[src/rtl/led_blink_arbiter.sv]
// Shares one status LED between NREQ requesters, playing each requester's
// N-pulse blink code in round-robin order and acknowledging on completion.
module led_blink_arbiter #(
  parameter int NREQ      = 4,
  parameter int CNT_W     = 4,
  parameter int TICK_DIV  = 12000,
  parameter int ON_TICKS  = 200,
  parameter int OFF_TICKS = 200,
  parameter int GAP_TICKS = 800
) (
  input  logic                     clk,
  input  logic                     rst_n,
  input  logic [NREQ-1:0]          req,
  input  logic [NREQ*CNT_W-1:0]    count,
  output logic [NREQ-1:0]          ack,
  output logic                     busy,
  output logic [$clog2(NREQ)-1:0]  grant_id,
  output logic                     led
);

  localparam int ID_W    = $clog2(NREQ);
  localparam int MAX_OF  = (ON_TICKS > OFF_TICKS) ? ON_TICKS : OFF_TICKS;
  localparam int MAX_T   = (MAX_OF > GAP_TICKS) ? MAX_OF : GAP_TICKS;
  localparam int TCNT_W  = $clog2(MAX_T + 1);
  localparam int PRESC_W = $clog2(TICK_DIV + 1);

  typedef enum logic [1:0] {S_IDLE, S_ON, S_OFF, S_GAP} state_t;

  state_t              state_q, state_d;
  logic [PRESC_W-1:0]  presc_q, presc_d;
  logic [TCNT_W-1:0]   tcnt_q, tcnt_d;
  logic [CNT_W-1:0]    remain_q, remain_d;
  logic [ID_W-1:0]     gid_q, gid_d;
  logic [ID_W-1:0]     ptr_q, ptr_d;
  logic [NREQ-1:0]     ack_q, ack_d;
  logic                led_q, led_d;

  logic [CNT_W-1:0]    cnt_arr [NREQ];
  logic [NREQ-1:0]     req_masked;
  logic                hit;
  logic [ID_W-1:0]     pick;
  logic [ID_W:0]       scan_sum;
  logic                tick;
  logic [TCNT_W-1:0]   phase_last;
  logic                phase_done;

  for (genvar gi = 0; gi < NREQ; gi++) begin : g_cnt
    assign cnt_arr[gi] = count[gi*CNT_W +: CNT_W];
  end

  // During the ack cycle ack_q is one-hot on the requester just served,
  // so it doubles as the mask for its still-falling request.
  assign req_masked = req & ~ack_q;

  always_comb begin
    hit      = 1'b0;
    pick     = '0;
    scan_sum = '0;
    for (int k = 0; k < NREQ; k++) begin
      scan_sum = {1'b0, ptr_q} + (ID_W+1)'(k);
      if (scan_sum >= (ID_W+1)'(NREQ)) begin
        scan_sum = scan_sum - (ID_W+1)'(NREQ);
      end
      if (!hit && req_masked[scan_sum[ID_W-1:0]]) begin
        hit  = 1'b1;
        pick = scan_sum[ID_W-1:0];
      end
    end
  end

  assign tick = (presc_q == PRESC_W'(TICK_DIV - 1));

  always_comb begin
    phase_last = '0;
    case (state_q)
      S_ON:    phase_last = TCNT_W'(ON_TICKS - 1);
      S_OFF:   phase_last = TCNT_W'(OFF_TICKS - 1);
      S_GAP:   phase_last = TCNT_W'(GAP_TICKS - 1);
      default: phase_last = '0;
    endcase
  end

  assign phase_done = tick && (tcnt_q == phase_last);

  always_comb begin
    state_d  = state_q;
    presc_d  = tick ? '0 : presc_q + PRESC_W'(1);
    tcnt_d   = tick ? tcnt_q + TCNT_W'(1) : tcnt_q;
    remain_d = remain_q;
    gid_d    = gid_q;
    ptr_d    = ptr_q;
    ack_d    = '0;
    led_d    = led_q;

    case (state_q)
      S_IDLE: begin
        presc_d = '0;
        tcnt_d  = '0;
        if (hit) begin
          gid_d    = pick;
          remain_d = cnt_arr[pick];
          if (cnt_arr[pick] == '0) begin
            state_d = S_GAP;
            led_d   = 1'b0;
          end else begin
            state_d = S_ON;
            led_d   = 1'b1;
          end
        end
      end
      S_ON: begin
        if (phase_done) begin
          state_d  = S_OFF;
          led_d    = 1'b0;
          remain_d = remain_q - CNT_W'(1);
          presc_d  = '0;
          tcnt_d   = '0;
        end
      end
      S_OFF: begin
        if (phase_done) begin
          presc_d = '0;
          tcnt_d  = '0;
          if (remain_q != '0) begin
            state_d = S_ON;
            led_d   = 1'b1;
          end else begin
            state_d = S_GAP;
            led_d   = 1'b0;
          end
        end
      end
      S_GAP: begin
        if (phase_done) begin
          state_d      = S_IDLE;
          led_d        = 1'b0;
          presc_d      = '0;
          tcnt_d       = '0;
          ack_d[gid_q] = 1'b1;
          ptr_d        = (gid_q == ID_W'(NREQ - 1)) ? '0 : gid_q + ID_W'(1);
        end
      end
      default: begin
        state_d = S_IDLE;
        led_d   = 1'b0;
      end
    endcase
  end

  always_ff @(posedge clk or negedge rst_n) begin
    if (!rst_n) begin
      state_q  <= S_IDLE;
      presc_q  <= '0;
      tcnt_q   <= '0;
      remain_q <= '0;
      gid_q    <= '0;
      ptr_q    <= '0;
      ack_q    <= '0;
      led_q    <= 1'b0;
    end else begin
      state_q  <= state_d;
      presc_q  <= presc_d;
      tcnt_q   <= tcnt_d;
      remain_q <= remain_d;
      gid_q    <= gid_d;
      ptr_q    <= ptr_d;
      ack_q    <= ack_d;
      led_q    <= led_d;
    end
  end

  assign ack      = ack_q;
  assign busy     = (state_q != S_IDLE);
  assign grant_id = gid_q;
  assign led      = led_q;

endmodule

[config.mk]
export PLATFORM = sky130hd
export DESIGN_NAME = led_blink_arbiter
export DESIGN_NICKNAME = d
export VERILOG_FILES = /design/src/rtl/led_blink_arbiter.sv
export SDC_FILE = /design/constraint.sdc
export NUM_CORES = 1
export LEC_CHECK = 0
export ABC_CLOCK_PERIOD_IN_PS = 3050
export CAP_MARGIN = 20
export CORE_MARGIN = 5
export CORE_UTILIZATION = 56
export DETAILED_ROUTE_END_ITERATION = 10
export PLACE_DENSITY_LB_ADDON = 0.08
export SYNTH_ARGS = -nofsm -noshare
export SYNTH_HDL_FRONTEND = slang
export SYNTH_SLANG_ARGS = --single-unit
[constraint.sdc]
create_clock -name clk -period 3.05 [get_ports clk]
set_input_delay 0.4575 -clock clk [delete_from_list [all_inputs] [get_ports clk]]
set_output_delay 0.4575 -clock clk [all_outputs]
set_load 0.03 [all_outputs]
---- After elaboration in Yosys (flattened, before gate mapping) ----
Index checks and enable logic that the tools add are counted.
W data, S select, Z words.
storage, ports and cells
  register bits ........................... 39
  bits of input ports ..................... 22
  logic and storage cells ................. 117
cells by class
  add/sub/neg operators ................... 11
  magnitude comparators ................... 11
  equality and inequality tests ........... 12
  multiplexer cells ....................... 51
  bitwise logic cells ..................... 3
  reduce and logical (&&, ||, !) cells .... 21
operators by type and width
  kind                     count
  $pmux W10 S2             2
  $mux W2                  15
  $mux W14                 2
  $pmux W14 S2             1
  $mux W4                  6
  $mux W10                 2
  $lt A2 B3 Y1 const B     5
  $add A14 B1 Y14 const B  1
  $eq A14 B14 Y1 const B   1
  $mux W1                  14
  $ge A3 B3 Y1 const B     4
  $add A10 B1 Y10 const B  1
  $eq A10 B10 Y1           1
  $bmux W1 S2              4
  $bmux W4 S2              1
  $ne A2 B2 Y1 const B     4
  $pmux W2 S4              1
  $pmux W4 S2              1
  $sub A2 B1 Y2 const B    4
  $add A2 B2 Y3 const B    2
  $eq A2 B2 Y1 const B     3
  $reduce_and A3 Y1        2
  $logic_and A1 B1 Y1      5
  $and A4 B4 Y4            1
  other kinds (21)         26

---- Logic depth before layout (Yosys ltp) ----
Gate-level depths: netlist of the first run.
  depth after elaboration ................. 22
  depth in mapped cells ................... 11

---- Worst setup path after synthesis of the first run ----
No wires, ideal clock.
  kind .................................... register -> register
  from .................................... reg state_q[0]
  to ...................................... reg state_q[1]
  setup time .............................. 0.136 ns
  data arrival time ....................... 2.097 ns
  required time ........................... 2.914 ns
  setup slack ............................. 0.816 ns
  cell stages (with the launch flop) ...... 9
  clock period less this slack ............ 2.234 ns
  cells stage by stage .................... dfrtp_1 ha_1 or4_1 o22ai_1 and4b_1 buf_4 o21ai_2 a2111oi_4 a211oi_1
on the way
  longest elaborated chain between the ends .. 7
ends and longest elaborated chain
  item                                                 RTL line  text
  start: declaration                                   29        state_t state_q, state_d;
  start signal: assignment                             161       state_q <= state_d;
  $eq A2 B2 Y1 / $eq A2 B1 Y1 (equally long branches)  75, 95
  $reduce_or A2 Y1 (no source line)                    n/a
  $pmux W10 S2                                         75        case (state_q)
  $eq A10 B10 Y1                                       83        assign phase_done = tick && (tcnt_q == phase_last);
  $logic_and A1 B1 Y1                                  83
  $ne A2 B2 Y1 (no source line)                        n/a
  $reduce_and A4 Y1 (no source line)                   n/a
Several ways; a longest one is shown, not always the timed one.
A chain may end at the register's enable or synchronous reset.

---- Final worst setup path of the first run ----
  from .................................... reg state_q[1]
  to ...................................... reg remain_q[0]
on the way
  longest elaborated chain between the ends .. 7
ends and longest elaborated chain
  item                                                 RTL line  text
  $eq A2 B2 Y1 / $eq A2 B1 Y1 (equally long branches)  75, 95
  $reduce_or A2 Y1 (no source line)                    n/a
  $pmux W10 S2                                         75
  $eq A10 B10 Y1                                       83
  $logic_and A1 B1 Y1                                  83
  $ne A2 B2 Y1 (no source line)                        n/a
  $reduce_and A3 Y1 (no source line)                   n/a
  end signal: assignment                               164       remain_q <= remain_d;
  end: declaration                                     32        logic [CNT_W-1:0] remain_q, remain_d;
Several ways; a longest one is shown, not always the timed one.

==> results by group, run 1 <==
Setup path
  – CP required: between 3 and 4 ns
  – CP delay by family, top: simple AND/OR/NAND/NOR gates
  – CP max stage cell: dfrtp_1
  – Reg2reg start: state_q[1]
  – WP data arrival: between 2 and 3 ns
  – Critical path launch point type: flop
  – Crit path cell chain: inv_1 -> ha_1 -> or3_1 -> a21oi_1 -> and4b_1 -> o21ba_2 -> mux2i_1 -> o31ai_1
  – Critical Path Fanout Max: 9
  – Crit. Startpoint: state_q[1]
  – Crit path kind: flop to flop
  – Buffers & Inverters on Critical Path: 1
  – Critical Path Sink Type: flop
  – Slowest stage delay, CP: 0.41 ns

STA
  – Fmax: 0.397 GHz
  – Hold Violations, Final: 0
  – Fin Setup TNS: 0 ns
  – Hold slack: 0.276 ns
  – Final Cycle Share: 82.5%
  – Clock Skews: 0.00985 ns
  – Worst-Margin Slew: 0.841 ns
  – Slew Limit Fails: 0
  – Fin crit period: 2.52 ns
  – RSZ-0062 raised after global routing: false
  – Finish-stage setup viols: 0
  – Slew HR: 43.9%

Clock tree
  – Setup bufs post-CTS: 0
  – CTS tree: yes
  – Clk buf depth: 2
  – CTS root buffer: clkbuf_8
  – Post-CTS sizing: 0
  – CTS Hold Bufs: 0
  – CTS Buf Count: 5
  – Clk_lat worst skew: approximately 0.29 ns
  – CTS clk-pin slew, worst paths: 0.08 ns
  – CTS Sinks: 39
  – H-tree Lvls: 2

Global route
  – Congestion Overflow GR: 0
  – Largest net degree at the start of global routing: 40
  – Vias in the first global route: ~1,900
  – GRT Overall Usage: 18.1%
  – First-pass GRT wire length: slightly below 9 mm
  – Initial antenna violation count: 0

Yosys
  – Post-synth EDFFs: 0
  – #FFs+latches synth: 39
  – Ys flop type: dfrtp_1
  – Syn Std Cell Area: 2460 sq um
  – Syn nets: 286
  – Ys Warns: 0
  – Seq/Total Area, Yosys: about two fifths
  – Unique cell type count in the Yosys netlist: 60
  – Cell count after synthesis: 252
  – Avg Cell Area, Syn: approximately 10 sq um
  – Post-synthesis async set-or-reset flop share: 100%

Die
  – Die X: 76.3 um
  – Die Ht: 76.3 um
  – Top Ports: 30
  – Core area: 4290 sq um
  – Die ar.: 5820 sq um
  – Rows: 24
  – Initial Util: 57.3%

Power and ir drop
  – Net Switching: roughly 220 uW
  – Max rail drop VDD: 499 uV
  – Flop pwr share: roughly half
  – Pleak: 1.29 nW
  – Logic pwr share: a little under a tenth
  – Int Pwr: around 830 uW
  – Clock power share: 41.3%
  – Cell Pwr Density: approximately 360 nW/um^2
  – Net Sw Frac: 20.6%

Routing
  – Drt pass-1 iters: 4
  – Routed Antenna Nets: 0
  – Vias/cell: 5.71
  – Post-Route WL: 4.93 mm
  – DR vias: between 1,500 and 2,000
  – Initial DRC Count: between 60 and 70
  – Routed len/inst: 14.6 um
  – Drt drc: 0

Worst hold path
  – Hold WC Path Type: input port to asynchronous set/reset pin

Final layout
  – FF/Latch Area: 976 sq um
  – Antenna cell count: 0
  – # fillers: between 300 and 400
  – Share of cells above drive strength 1: between 10 and 15%
  – Final instance area: ~2900 sq um
  – Commonest non-fill, non-tap cell in the layout: dfrtp_1
  – Area of the multi-input gates: around 1400 sq um
  – Final-stage net count: 318
  – Fin util: 67.4%
  – Area Growth Syn to Fin: 17.7%
  – Most frequent cells in the layout: dfrtp_1, nor2_1, clkdlybuf4s50_1

Place
  – Final Wtd Congestion: between 0.8 and 0.9
  – Detailed Place HPWL: ~3.7 mm
  – Port Buf Inserts: 29
  – Dpl cell area: 2780 sq um

Flow run
  – Max_cap viols: 0

Run status
  – Outcome: complete, no violations
-- layout make-up --
type / instances / share of cell area [%]
inverters: 12 / 1.56
well taps: 52 / 2.25
repair buffers: 32 / 10.6
clock buffers: 6 / 2.85
multi-input cells: 194 / 47.8
flip-flops and latches: 39 / 33.7
clock inverters: 2 / 1.21
-- power by group through the flow --
stage / clock network [mW] / registers [mW] / logic, mW
after floorplan: 0 / 0.530 / 0.0523
after global placement: 0 / 0.530 / 0.0963
after detailed placement: 0 / 0.530 / 0.0965
after CTS: 0.447 / 0.520 / 0.0972
after global routing: 0.479 / 0.520 / 0.107
final: 0.434 / 0.520 / 0.0961
-- per-layer routing --
metal / wire length (um) / vias up / share of wire, % / global-route usage (%)
li1: - / 978 / - / -
met1: 2310 / 907 / 47 / 23.1
met2: 2360 / 37 / 48 / 30.2
met3: 233 / 2 / 4.7 / 4.85
met4: 25 / 0 / 0.51 / 4.90
met5: 0 / - / 0 / 0
-- Yosys cell counts (2+ instances only) --
| master | count | area, sq um |
|---|---|---|
| dfrtp_1 | 39 | 976 |
| nor2_1 | 31 | 116 |
| nand2_1 | 15 | 56.3 |
| o21ai_0 | 13 | 65.1 |
| xor2_1 | 13 | 114 |
| ha_1 | 12 | 150 |
| inv_1 | 12 | 45.0 |
| nand3_1 | 11 | 55.1 |
| and3_1 | 8 | 50.1 |
| a21oi_1 | 6 | 30.0 |
| and2_1 | 5 | 31.3 |
| a22o_1 | 4 | 35.0 |
| a32oi_1 | 4 | 35.0 |
| nand2b_1 | 4 | 25.0 |
| nor3_1 | 4 | 20.0 |
| o311a_1 | 4 | 40.0 |
| xnor2_1 | 4 | 35.0 |
| buf_6 | 3 | 33.8 |
| mux2_2 | 3 | 33.8 |
| nand4_1 | 3 | 18.8 |
| o31ai_1 | 3 | 22.5 |
| or3_1 | 3 | 18.8 |
| a211o_1 | 2 | 17.5 |
| a211oi_2 | 2 | 25.0 |
| a21o_1 | 2 | 15.0 |
| a31oi_1 | 2 | 12.5 |
| a41oi_1 | 2 | 17.5 |
| and4_1 | 2 | 17.5 |
| buf_2 | 2 | 10.0 |
| nor2b_1 | 2 | 12.5 |
| nor3b_1 | 2 | 15.0 |
| nor4b_2 | 2 | 30.0 |
-- registers in the layout (all words and copies together), names as in the netlist --
signal    cells
ack           4
grant_id      2
led           1
presc_q      14
ptr_q         2
remain_q      4
state_q       2
tcnt_q       10
-- kinds of logic (layout without fill, tap and decap cells) --
kind of cell	Yosys count	count (layout)	share of synthesized area, %
AND/OR/NAND/NOR	104	104	23.2
multiplexers	5	5	2.24
XOR/XNOR	17	17	6.05
flip-flops	39	39	39.7
adder cells (fa/ha/maj)	12	12	6.10
AO/OA/AOI/OAI	56	56	18.6
buffers and inverters	19	52	4.07
-- path summary, 6_finish.rpt --
check                              endpoint  slack (ns)  cells after the start
max in group asynchronous         tcnt_q[9]        2.24                      1
worst min-delay path             presc_q[6]        0.28                      1
worst max register to register  remain_q[0]        0.53                      8
min in group clk                 presc_q[0]        0.49                      1
worst min register to register   presc_q[0]        0.49                      1
worst max-delay path            remain_q[0]        0.53                      8
-- through the flow --
step,cells,setup WS (ns),total power [mW]
2_1_floorplan,252,0.816,0.582
3_3_place_gp,329,0.457,0.626
3_5_place_dp,329,0.414,0.626
4_1_cts,337,0.515,1.06
5_1_grt,337,0.342,1.11
6_report,337,0.533,1.05
Power figures use the tool's default switching activity.
==> inputs of run 2 (changes only) <==
ABC_CLOCK_PERIOD_IN_PS = 2600   (was 3050)
clock period = 2.6 ns   (was 3.05 ns; I/O delays follow)
==> run 2 against run 1 <==
Setup slack worse by 0.35 ns; clock-buffer cell count is 1 higher; hold slack worse by 0.067 ns; sequential power grew 17%; non-clock buffer count increased by 6; via count rose by 0.88%; sequential cell count did not move; highest routed layer unchanged.
==> results by group, run 2 (same netlist as run 1, synthesis figures left out) <==
Clock tree
  – CTS clk-pin slew, worst paths: 0.07 ns (was 0.08 ns)
  – CTS Sinks: 39 (unchanged)
  – CTS root buffer: clkbuf_8 (unchanged)
  – Clk_lat worst skew: 0.28 ns (was 0.29 ns)
  – Clk buf depth: 2 (unchanged)
  – CTS Buf Count: 5 (unchanged)
  – CTS tree: yes (unchanged)
  – H-tree Lvls: 2 (unchanged)

Setup path
  – CP delay by family, top: simple AND/OR/NAND/NOR gates (unchanged)
  – Slowest stage delay, CP: 0.41 ns (about the same)
  – CP max stage cell: dfrtp_1 (unchanged)
  – FF-to-FF End: remain_q[0] (unchanged)
  – WP data arrival: 2.58 ns (was 2.68 ns)
  – Critical path launch point type: flop (unchanged)
  – Critical Path Fanout Max: 9 (unchanged)
  – Crit path cell chain: inv_1 -> ha_1 -> or3_1 -> a21oi_1 -> and4b_2 -> o21ba_2 -> mux2i_1 -> o31ai_1 (was inv_1 -> ha_1 -> or3_1 -> a21oi_1 -> and4b_1 -> o21ba_2 -> mux2i_1 -> o31ai_1)
  – CP required: 2.76 ns (was 3.21 ns)
  – FF-to-FF path depth: 8 (unchanged)
  – Critical Path Sink Type: flop (unchanged)
  – Buffers & Inverters on Critical Path: 1 (unchanged)
  – Reg2reg start: state_q[1] (unchanged)
  – Setup slack, reg-to-reg: 0.18 ns (was 0.53 ns)
  – Crit path kind: flop to flop (unchanged)

Global route
  – GRT Overall Usage: 18.2% (was 18.1%)
  – First-pass GRT wire length: 8.78 mm (was 8.89 mm)
  – Vias in the first global route: 1,894 (was 1,918)
  – Largest net degree at the start of global routing: 40 (unchanged)
  – Congestion Overflow GR: 0 (unchanged)
  – Initial antenna violation count: 0 (unchanged)

Routing
  – Post-Route WL: 5.03 mm (was 4.93 mm)
  – Routed len/inst: 14.7 um (was 14.6 um)
  – DR vias: 1,941 (was 1,924)
  – Drt drc: 0 (unchanged)
  – Initial DRC Count: 53 (was 64)
  – Drt pass-1 iters: 4 (unchanged)
  – Routed Antenna Nets: 0 (unchanged)
  – Vias/cell: 5.66 (was 5.71)

STA
  – Hold slack: 0.209 ns (was 0.276 ns)
  – Fin Setup TNS: 0 ns (unchanged)
  – Finish-stage setup viols: 0 (unchanged)
  – Slew Limit Fails: 0 (unchanged)
  – Final Cycle Share: 92.9% (was 82.5%)
  – Hold Violations, Final: 0 (unchanged)
  – Slew HR: 44.0% (was 43.9%)
  – Fin crit period: 2.42 ns (was 2.52 ns)
  – Fmax: 0.414 GHz (was 0.397 GHz)
  – Setup ws final: 0.184 ns (was 0.533 ns)
  – Worst-Margin Slew: 0.841 ns (about the same)
  – RSZ-0062 raised after global routing: false (unchanged)
  – Clock Skews: 0.00634 ns (was 0.00985 ns)

Power and ir drop
  – Pleak: 1.30 nW (was 1.29 nW)
  – Post-layout total power: 1.10 mW (was 1.05 mW)
  – Clock power share: 34.2% (was 41.3%)
  – Flop pwr share: 55.5% (was 49.5%)
  – Net Sw Frac: 22.1% (was 20.6%)
  – Cell Pwr Density: 378 nW/um^2 (was 363 nW/um^2)
  – Net Switching: 242 uW (was 216 uW)
  – Logic pwr share: 10.3% (was 9.2%)
  – Max rail drop VDD: 299 uV (was 499 uV)
  – Int Pwr: 856 uW (was 834 uW)

Place
  – Final Wtd Congestion: 0.857 (was 0.823)
  – Post-Place Worst Slack: 0.0292 ns (was 0.414 ns)
  – Detailed Place HPWL: 3.82 mm (was 3.71 mm)
  – Port Buf Inserts: 29 (unchanged)

Die
  – Die X: 76.3 um (unchanged)
  – Top Ports: 30 (unchanged)
  – Initial Util: 57.3% (unchanged)
  – Rows: 24 (unchanged)
  – Core area: 4290 sq um (unchanged)
  – Die Ht: 76.3 um (unchanged)
  – Die ar.: 5820 sq um (unchanged)

Final layout
  – Share of cells above drive strength 1: 11.7% (was 10.2%)
  – Commonest non-fill, non-tap cell in the layout: dfrtp_1 (unchanged)
  – Antenna cell count: 0 (unchanged)
  – Final-stage net count: 324 (was 318)
  – Area Growth Syn to Fin: 18.1% (was 17.7%)
  – Max reg flops: 14 (unchanged)
  – Fin util: 67.7% (was 67.4%)
  – Largest regs: presc_q: 14 flops, tcnt_q: 10 flops (unchanged)
  – Most frequent cells in the layout: dfrtp_1, nor2_1, clkdlybuf4s50_1 (unchanged)
  – Largest Register: presc_q (unchanged)

Run status
  – Outcome: complete, no violations (unchanged)

Worst hold path
  – Hold WC Path Type: input port to asynchronous set/reset pin (unchanged)

Flow run
  – Max_cap viols: 0 (unchanged)
## run 2: worst reg2reg max path: cells and delay by family (launching register included)
family / cells / cell delay (ns)
buffers and inverters: 1 / 0.13
AO/OA/AOI/OAI: 3 / 0.55
adder cells (fa/ha/maj): 1 / 0.27
AND/OR/NAND/NOR: 2 / 0.70
flip-flops: 1 / 0.41
multiplexers: 1 / 0.23
## run 2: metrics by stage
| step | cell area, sq um | cells |
|---|---|---|
| 2_1_floorplan | 2460 | 252 |
| 3_3_place_gp | 2820 | 335 |
| 6_report | 2910 | 343 |
| 5_1_grt | 2910 | 343 |
| 3_5_place_dp | 2820 | 335 |
| 4_1_cts | 2900 | 343 |
## run 2: per-layer routing
layer | vias to the layer above | global-route usage, % | routed length, um
li1 | 991 | - | -
met5 | - | 0 | 0
met1 | 900 | 22.9 | 2260
met4 | 0 | 6.29 | 78
met2 | 42 | 30.1 | 2420
met3 | 8 | 4.96 | 267
## run 2: how the worst max path moves through the flow
stage | start | endpoint | depth (start not counted)
finish | state_q[1] | remain_q[0] | 8
CTS | state_q[1] | remain_q[0] | 8
global route | state_q[1] | remain_q[0] | 8
detailed placement | req[1] | led | 7
floorplan | state_q[0] | state_q[1] | 8
global placement | req[1] | led | 7
## run 2: final cells by class
type                            instances  area (sq um)
Sequential cell                        39           976
Inverter                               12          45.0
Clock inverter                          1          5.00
Tap cell                               52          65.1
Clock buffer                            7          76.3
Multi-Input combinational cell        194          1390
Fill cell                             359          1390
Timing Repair Buffer                   38           353
## run 2: repair_timing
item / 4_1_cts / 5_1_grt
endpoints found under the setup margin: 0 / 3
setup buffers: 0 / 0
resized for setup: 0 / 1
hold buffers: 0 / 0
## run 2: power by group through the flow
stage	logic (mW)	clock network, mW	registers, mW
3_5_place_dp	0.114	0	0.621
5_1_grt	0.126	0.424	0.610
6_report	0.114	0.375	0.610
2_1_floorplan	0.0613	0	0.621
4_1_cts	0.115	0.390	0.610
3_3_place_gp	0.113	0	0.621
==> inputs of run 3 (changes only) <==
ABC_CLOCK_PERIOD_IN_PS = default   (was 2600)
==> results of run 3 <==
Same layout as run 2: the final DEF is identical, and so are final timing and power.
